`config.mk`:
```
export PLATFORM = sky130hd
export DESIGN_NAME = traffic_check
export DESIGN_NICKNAME = d
export VERILOG_FILES = /design/src/rtl/traffic_pkg.sv /design/src/rtl/traffic_beat_check.sv /design/src/rtl/traffic_check.sv
export SDC_FILE = /design/constraint.sdc
export NUM_CORES = 1
export LEC_CHECK = 0
export BUFFER_PORTS_ARGS = -buffer_cell sky130_fd_sc_hd__clkbuf_2
export CORE_MARGIN = 2
export CORE_UTILIZATION = 30
export CTS_CLUSTER_DIAMETER = 150
export CTS_CLUSTER_SIZE = 14
export DETAILED_ROUTE_END_ITERATION = 8
export SYNTH_ARGS = -nofsm -noshare
export SYNTH_HDL_FRONTEND = slang
export SYNTH_SLANG_ARGS = --single-unit
```
`constraint.sdc`:
```
create_clock -name user_clk -period 5.6 [get_ports user_clk]
set_input_delay 0.28 -clock user_clk [delete_from_list [all_inputs] [get_ports user_clk]]
set_output_delay 0.28 -clock user_clk [all_outputs]
set_load 0.02 [all_outputs]
```
`src/rtl/traffic_pkg.sv`:
```
// Shared types and constants for the H2C traffic checker.
// Build option: define TRAFFIC_CHECK_THROTTLE_EN to insert one tx_ready stall
// cycle in every four.
package traffic_pkg;

  // Receive state machine states.
  typedef enum logic [1:0] {
    IDLE    = 2'd0,
    HDR     = 2'd1,
    PAYLOAD = 2'd2,
    DRAIN   = 2'd3
  } state_t;

  localparam logic [15:0] ETHERTYPE = 16'h00FF;
  localparam int          HDR_BYTES = 14;

  // Bit positions inside the 4-bit error vectors.
  localparam int ERR_HDR  = 0;
  localparam int ERR_DATA = 1;
  localparam int ERR_LEN  = 2;
  localparam int ERR_PAR  = 3;
  localparam int NUM_ERR  = 4;

  // Width of the beat index; plenty of headroom for jumbo-sized frames.
  localparam int BEAT_W = 16;

  // Beats needed to carry a frame of the given byte length.
  function automatic int nbeats(input int frame, input int ben);
    return (frame + ben - 1) / ben;
  endfunction

endpackage

```
`src/rtl/traffic_beat_check.sv`:
```
// Combinational per-beat checker: header match, payload byte pattern and
// per-lane parity for one beat at a given beat index.
module traffic_beat_check
  import traffic_pkg::*;
#(
  parameter int          MAX_ETH_FRAME = 1518,
  parameter int          TX_LEN        = 128,
  parameter int          TX_BEN        = TX_LEN / 8,
  parameter logic [47:0] DST_MAC       = 48'h800000000000,
  parameter logic [47:0] SRC_MAC       = 48'h800000000001
) (
  input  logic [BEAT_W-1:0] beat_idx,
  input  logic [TX_LEN-1:0] tx_data,
  input  logic [TX_BEN-1:0] tx_dpar,
  input  logic              is_header,
  output logic              hdr_mis,
  output logic              data_mis,
  output logic              par_mis
);

  localparam logic [111:0] HDR_EXP = {DST_MAC, SRC_MAC, ETHERTYPE};

  logic [31:0] byte_k;
  logic [7:0]  lane;
  logic [7:0]  exp_byte;

  // The header occupies the low 14 bytes of beat 0 only.
  assign hdr_mis = is_header && (tx_data[111:0] != HDR_EXP);

  // Walk every lane: parity always, pattern only past the header bytes.
  always_comb begin
    // NOTE: every comb output gets a default before any branch, so no latch is inferred.
    data_mis = 1'b0;
    par_mis  = 1'b0;
    byte_k   = '0;
    lane     = '0;
    exp_byte = '0;
    for (int j = 0; j < TX_BEN; j++) begin
      lane   = tx_data[j*8 +: 8];
      byte_k = 32'(beat_idx) * 32'(TX_BEN) + 32'(j);
      if ((^lane) != tx_dpar[j]) par_mis = 1'b1;
      if (byte_k >= 32'(HDR_BYTES)) begin
        // Bytes past the end of the frame are padding and must be zero.
        exp_byte = (byte_k < 32'(MAX_ETH_FRAME)) ? byte_k[7:0] : 8'h00;
        if (lane != exp_byte) data_mis = 1'b1;
      end
    end
  end

endmodule

```
`src/rtl/traffic_check.sv`:
```
// H2C traffic sink/checker: receives beat-streamed frames, checks header,
// payload pattern, parity and length, and keeps good/bad frame counters plus
// sticky error flags for the CSR block.
// Build option: TRAFFIC_CHECK_THROTTLE_EN forces tx_ready low one cycle in four.
module traffic_check
  import traffic_pkg::*;
#(
  parameter int          MAX_ETH_FRAME = 1518,
  parameter int          TX_LEN        = 128,
  parameter int          TX_BEN        = TX_LEN / 8,
  parameter logic [47:0] DST_MAC       = 48'h800000000000,
  parameter logic [47:0] SRC_MAC       = 48'h800000000001
) (
  input  logic              user_clk,
  input  logic              user_reset,
  input  logic [31:0]       control_reg,
  input  logic              tx_valid,
  output logic              tx_ready,
  input  logic [TX_LEN-1:0] tx_data,
  input  logic [TX_BEN-1:0] tx_dpar,
  input  logic              tx_last,
  output logic [31:0]       frame_ok_cnt,
  output logic [31:0]       frame_err_cnt,
  output logic [3:0]        err_flags,
  output logic              error
);

  localparam int                NBEATS    = nbeats(MAX_ETH_FRAME, TX_BEN);
  localparam logic [BEAT_W-1:0] LAST_BEAT = BEAT_W'(NBEATS - 1);

  state_t               state_q, state_d;
  logic [BEAT_W-1:0]    beat_q, beat_d;
  logic [NUM_ERR-1:0]   frame_err_q, frame_err_d;
  logic                 done_q, done_d;
  logic [NUM_ERR-1:0]   done_err_q, done_err_d;
  logic                 en_q, en_d;
  logic [31:0]          ok_cnt_q, ok_cnt_d;
  logic [31:0]          err_cnt_q, err_cnt_d;
  logic [NUM_ERR-1:0]   flags_q, flags_d;

  logic                 stall;
  logic                 accept;
  logic                 eof;
  logic [NUM_ERR-1:0]   cur_err;
  logic                 hdr_mis, data_mis, par_mis;
  logic                 unused_ctrl;

  assign unused_ctrl = ^control_reg[31:2];
  assign en_d        = control_reg[1];

`ifdef TRAFFIC_CHECK_THROTTLE_EN
  logic [1:0] thr_q, thr_d;
  assign thr_d = thr_q + 2'd1;
  assign stall = (thr_q == 2'b11);
`else
  assign stall = 1'b0;
`endif

  assign tx_ready = (state_q != IDLE) && !stall;
  assign accept   = tx_valid && tx_ready;

  traffic_beat_check #(
    .MAX_ETH_FRAME (MAX_ETH_FRAME),
    .TX_LEN        (TX_LEN),
    .TX_BEN        (TX_BEN),
    .DST_MAC       (DST_MAC),
    .SRC_MAC       (SRC_MAC)
  ) u_beat_check (
    .beat_idx  (beat_q),
    .tx_data   (tx_data),
    .tx_dpar   (tx_dpar),
    .is_header (state_q == HDR),
    .hdr_mis   (hdr_mis),
    .data_mis  (data_mis),
    .par_mis   (par_mis)
  );

  // Frame FSM: beat tracking, per-frame error accumulation, end-of-frame hand-off.
  always_comb begin
    state_d     = state_q;
    beat_d      = beat_q;
    frame_err_d = frame_err_q;
    done_d      = 1'b0;
    done_err_d  = '0;
    cur_err     = '0;
    eof         = 1'b0;
    unique case (state_q)
      IDLE: begin
        if (en_q) state_d = HDR;
      end
      HDR: begin
        if (accept) begin
          cur_err[ERR_HDR]  = hdr_mis;
          cur_err[ERR_DATA] = data_mis;
          cur_err[ERR_PAR]  = par_mis;
          beat_d            = BEAT_W'(1);
          if (tx_last) begin
            cur_err[ERR_LEN] = 1'b1;
            eof              = 1'b1;
          end else begin
            state_d = PAYLOAD;
          end
        end
      end
      PAYLOAD: begin
        if (accept) begin
          cur_err[ERR_DATA] = data_mis;
          cur_err[ERR_PAR]  = par_mis;
          beat_d            = beat_q + BEAT_W'(1);
          if (tx_last) begin
            cur_err[ERR_LEN] = (beat_q != LAST_BEAT);
            eof              = 1'b1;
          end else if (beat_q == LAST_BEAT) begin
            // Overlong frame: flag it and swallow the rest unchecked.
            cur_err[ERR_LEN] = 1'b1;
            state_d          = DRAIN;
          end
        end
      end
      DRAIN: begin
        if (accept && tx_last) eof = 1'b1;
      end
      default: state_d = IDLE;
    endcase
    frame_err_d = frame_err_q | cur_err;
    // The finished frame's verdict moves to a one-cycle pipeline stage so the
    // accumulator is free for a header beat arriving right behind it.
    if (eof) begin
      done_d      = 1'b1;
      done_err_d  = frame_err_q | cur_err;
      frame_err_d = '0;
      beat_d      = '0;
      state_d     = en_q ? HDR : IDLE;
    end
  end

  // Status: saturating counters and sticky flags; clear beats a same-cycle update.
  always_comb begin
    ok_cnt_d  = ok_cnt_q;
    err_cnt_d = err_cnt_q;
    flags_d   = flags_q;
    if (control_reg[0]) begin
      ok_cnt_d  = '0;
      err_cnt_d = '0;
      flags_d   = '0;
    end else if (done_q) begin
      flags_d = flags_q | done_err_q;
      if (done_err_q == '0) begin
        if (ok_cnt_q != '1) ok_cnt_d = ok_cnt_q + 32'd1;
      end else begin
        if (err_cnt_q != '1) err_cnt_d = err_cnt_q + 32'd1;
      end
    end
  end

  // State registers with synchronous reset.
  always_ff @(posedge user_clk) begin
    // NOTE: sequential state uses non-blocking assignments so every flop samples pre-edge values.
    if (user_reset) begin
      state_q     <= IDLE;
      beat_q      <= '0;
      frame_err_q <= '0;
      done_q      <= 1'b0;
      done_err_q  <= '0;
      en_q        <= 1'b0;
      ok_cnt_q    <= '0;
      err_cnt_q   <= '0;
      flags_q     <= '0;
`ifdef TRAFFIC_CHECK_THROTTLE_EN
      thr_q       <= '0;
`endif
    end else begin
      state_q     <= state_d;
      beat_q      <= beat_d;
      frame_err_q <= frame_err_d;
      done_q      <= done_d;
      done_err_q  <= done_err_d;
      en_q        <= en_d;
      ok_cnt_q    <= ok_cnt_d;
      err_cnt_q   <= err_cnt_d;
      flags_q     <= flags_d;
`ifdef TRAFFIC_CHECK_THROTTLE_EN
      thr_q       <= thr_d;
`endif
    end
  end

  assign frame_ok_cnt  = ok_cnt_q;
  assign frame_err_cnt = err_cnt_q;
  assign err_flags     = flags_q;
  assign error         = |flags_q;

endmodule
```
==> results.toml <==
[cells_and_area]
nFillCells = 2542
antennaDiodeCount = 0
regArea_um2 = 1920
most-common-layout-cells = "clkbuf_2, inv_1, nor2_1"
final_common_cell = "clkbuf_2"
layout-drive-gt1-share = 0.219
syn2layout_area_growth_pct = 22.5
final_cells = 1487
multi_input_area_um2 = 4870
nets = 1406
fin_area_um2 = 9070

[global_route]
grt_overflow = 0
antenna_found_initial = 0
grt_start_max_net_pins = 69
grtUsageTotal = 0.175
grt_pass1_vias = 7200
grt_first_pass_wirelength_mm = 36.7
grt.met1_usage = 0.230
gr-usage-met2 = 0.284
top_usage_layer = "met2"
use_met3 = 0.0285

[placed_design]
place_congestion = 0.929
dp_hpwl_mm = 18.7
placed_cells = 1471
placed_cell_area_um2 = 8780
numPortBuffers = 219
place_ws_ns = 2.59

[die]
ios = 250
rows = 57
core_area_um2 = 24200
die_area_um2 = 25900
start_util = 0.305
die_h_um = 161
die_w_um = 161

[critical_path]
worst_r2r_path_depth = 8
required_ns = 5.81
start_kind = "register"
worstSetupPathType = "reg -> reg"
crit_chain = "nand3_1, nor4_2, nand4_1, o41ai_2, buf_4, nor4_1, xnor2_1, nor2_1"
reg2reg_to = "frame_err_cnt[9]"
critPathSlowestCell = "o41ai_2"
cp-end-kind = "register"
cp-startpoint = "frame_err_cnt[21]"
cp_data_arrival_time_ns = 3.26
path_max_fanout = 12
rrSetupSlack_ns = 2.55
reg2reg_from = "frame_err_cnt[21]"
crit_path_max_incr_delay_ns = 0.98

[timing]
setup_ws_ns = 2.55
rsz0062_at_grt = "no"
finClkSkew_ns = 0.0106
finalSetupTns_ns = 0
hold_viol = 0
setup_viol = 0
fmax_ghz = 0.328
slew_viol_final = 0
finalCritPeriodShare = 0.544
slew_headroom = 0.291
tightestPinTransition_ns = 1.05
min_period_ns = 3.05

[synthesis]
ys.flop_type = "dfxtp_1"
yosysWarnings = 0
yosys_register_bits = 96
ys_seq_area_frac = 0.260
synthCells = 953
syn-num-nets = 1201
syn_avg_cell_area_um2 = 7.77
syn-cell-area_um2 = 7400
ys_types = 62
async_flop_share = 0
synth_edf_count = 0

[routing]
drt_iter0_markers = 397
drt-vias-per-instance = 5.01
wirelength_mm = 22.7
ant_nets = 0
drc = 0
vias = 7443
wire_per_inst_um = 15.3
drtPass1Iterations = 5

[job]
drv_cap = 0

[power_and_ir_drop]
power_density_nw_per_um2 = 186
worst_ir_drop_vdd_v = 0.000139
p_leak_nw = 3.92

[cts]
postCtsSetupBuffers = 0
numCtsBuffers = 9
clockBufferDepth = 2
clock-root-buffer = "clkbuf_16"
holdBufCountCts = 0
insertion_delay_ns = 0.35
clock_sink_count = 96
cts_tree = "yes"
post_cts_resized = 0
ctsHtreeMaxLevel = 3
clkTransAtPathRegs_ns = 0.08

[hold_path]
min_path_type = "in -> reg"
min-delay-start = "control_reg[1]"
hold_end = "en_q"
min_path_cells = 2

[run_status]
status = "finished, final reports clean"
==> flip-flops by register name, indices dropped and copies added, names as in the netlist <==
signal         flops
beat_q            16
done_q             1
en_q               1
state_q            2
frame_ok_cnt      32
done_err_q         4
frame_err_q        4
err_flags          4
frame_err_cnt     32
==> cells in the mapped netlist, types with 4 or more instances <==
master    number  area (um^2)
inv_1        127          477
nor2_1       116          435
xnor2_1      102          893
dfxtp_1       96         1920
ha_1          68          851
nand4_1       58          363
nand2_1       48          180
nand3_1       46          230
xor2_1        42          368
nor3_1        36          180
nor4_1        34          213
a21oi_1       19         95.1
clkbuf_1      19         71.3
o21ai_0       14         70.1
and4_1        13          114
and3_1        11         68.8
or3_1         11         68.8
and2_1         7         43.8
a31oi_1        6         37.5
a41oi_1        4         35.0
mux2i_1        4         40.0
==> per-stage QoR <==
stage          hold WS [ns]  utilization  total power, mW
6_report              0.175        0.374             1.69
3_5_place_dp          0.472        0.362             1.10
3_3_place_gp          0.439        0.362             1.09
4_1_cts               0.159        0.374             1.71
5_1_grt               0.194        0.374             1.77
2_1_floorplan         0.349            -            0.950
==> critical path, delay by kind of cell, from the launching register on <==
family                    cells  cell delay (ns)
DFF                           1             0.42
buffers and inverters         1             0.32
and+or+nand+nor               5             1.00
AOI/OAI and AO/OA             1             0.98
xor gates and xnor gates      1             0.18
==> cell families (layout without fill, tap and decap cells) <==
group | count (synthesis) | count (layout) | synth area share
AND/OR/NAND/NOR | 407 | 407 | 0.289
buffers and inverters | 154 | 364 | 0.0827
XOR/XNOR | 144 | 144 | 0.170
flip-flops | 96 | 96 | 0.260
AO/OA/AOI/OAI | 78 | 78 | 0.0742
adder cells (fa/ha/maj) | 68 | 68 | 0.115
multiplexers | 6 | 6 | 0.00896
==> final cells by class <==
cell class / count / share of cell area
inverter: 127 / 0.0526
timing repair buffer: 221 / 0.123
clock buffer: 9 / 0.0248
clock inverter: 7 / 0.00676
tap: 324 / 0.0447
sequential: 96 / 0.212
multi-input combinational: 703 / 0.537
==> worst max-delay path by stage <==
| stage | cells past startpoint | endpoint | slack [ns] |
|---|---|---|---|
| after detailed placement | 8 | frame_err_cnt[9] | 2.59 |
| after floorplan | 8 | frame_err_cnt[19] | 3.36 |
| after global routing | 8 | frame_err_cnt[9] | 2.23 |
| after global placement | 7 | done_err_q[1] | 2.64 |
| final | 8 | frame_err_cnt[9] | 2.55 |
| after CTS | 8 | frame_err_cnt[9] | 2.56 |
==> power by group <==
group | switching, mW | internal, mW
registers | 0.00595 | 0.686
logic | 0.212 | 0.177
clock network | 0.296 | 0.311
total | 0.514 | 1.17
==> routing by layer <==
| metal | routed length [um] | vias to the layer above |
|---|---|---|
| met3 | 1490 | 46 |
| met5 | 0 | - |
| li1 | - | 3704 |
| met2 | 9990 | 299 |
| met4 | 770 | 0 |
| met1 | 10500 | 3394 |
Power figures use the tool's default switching activity.
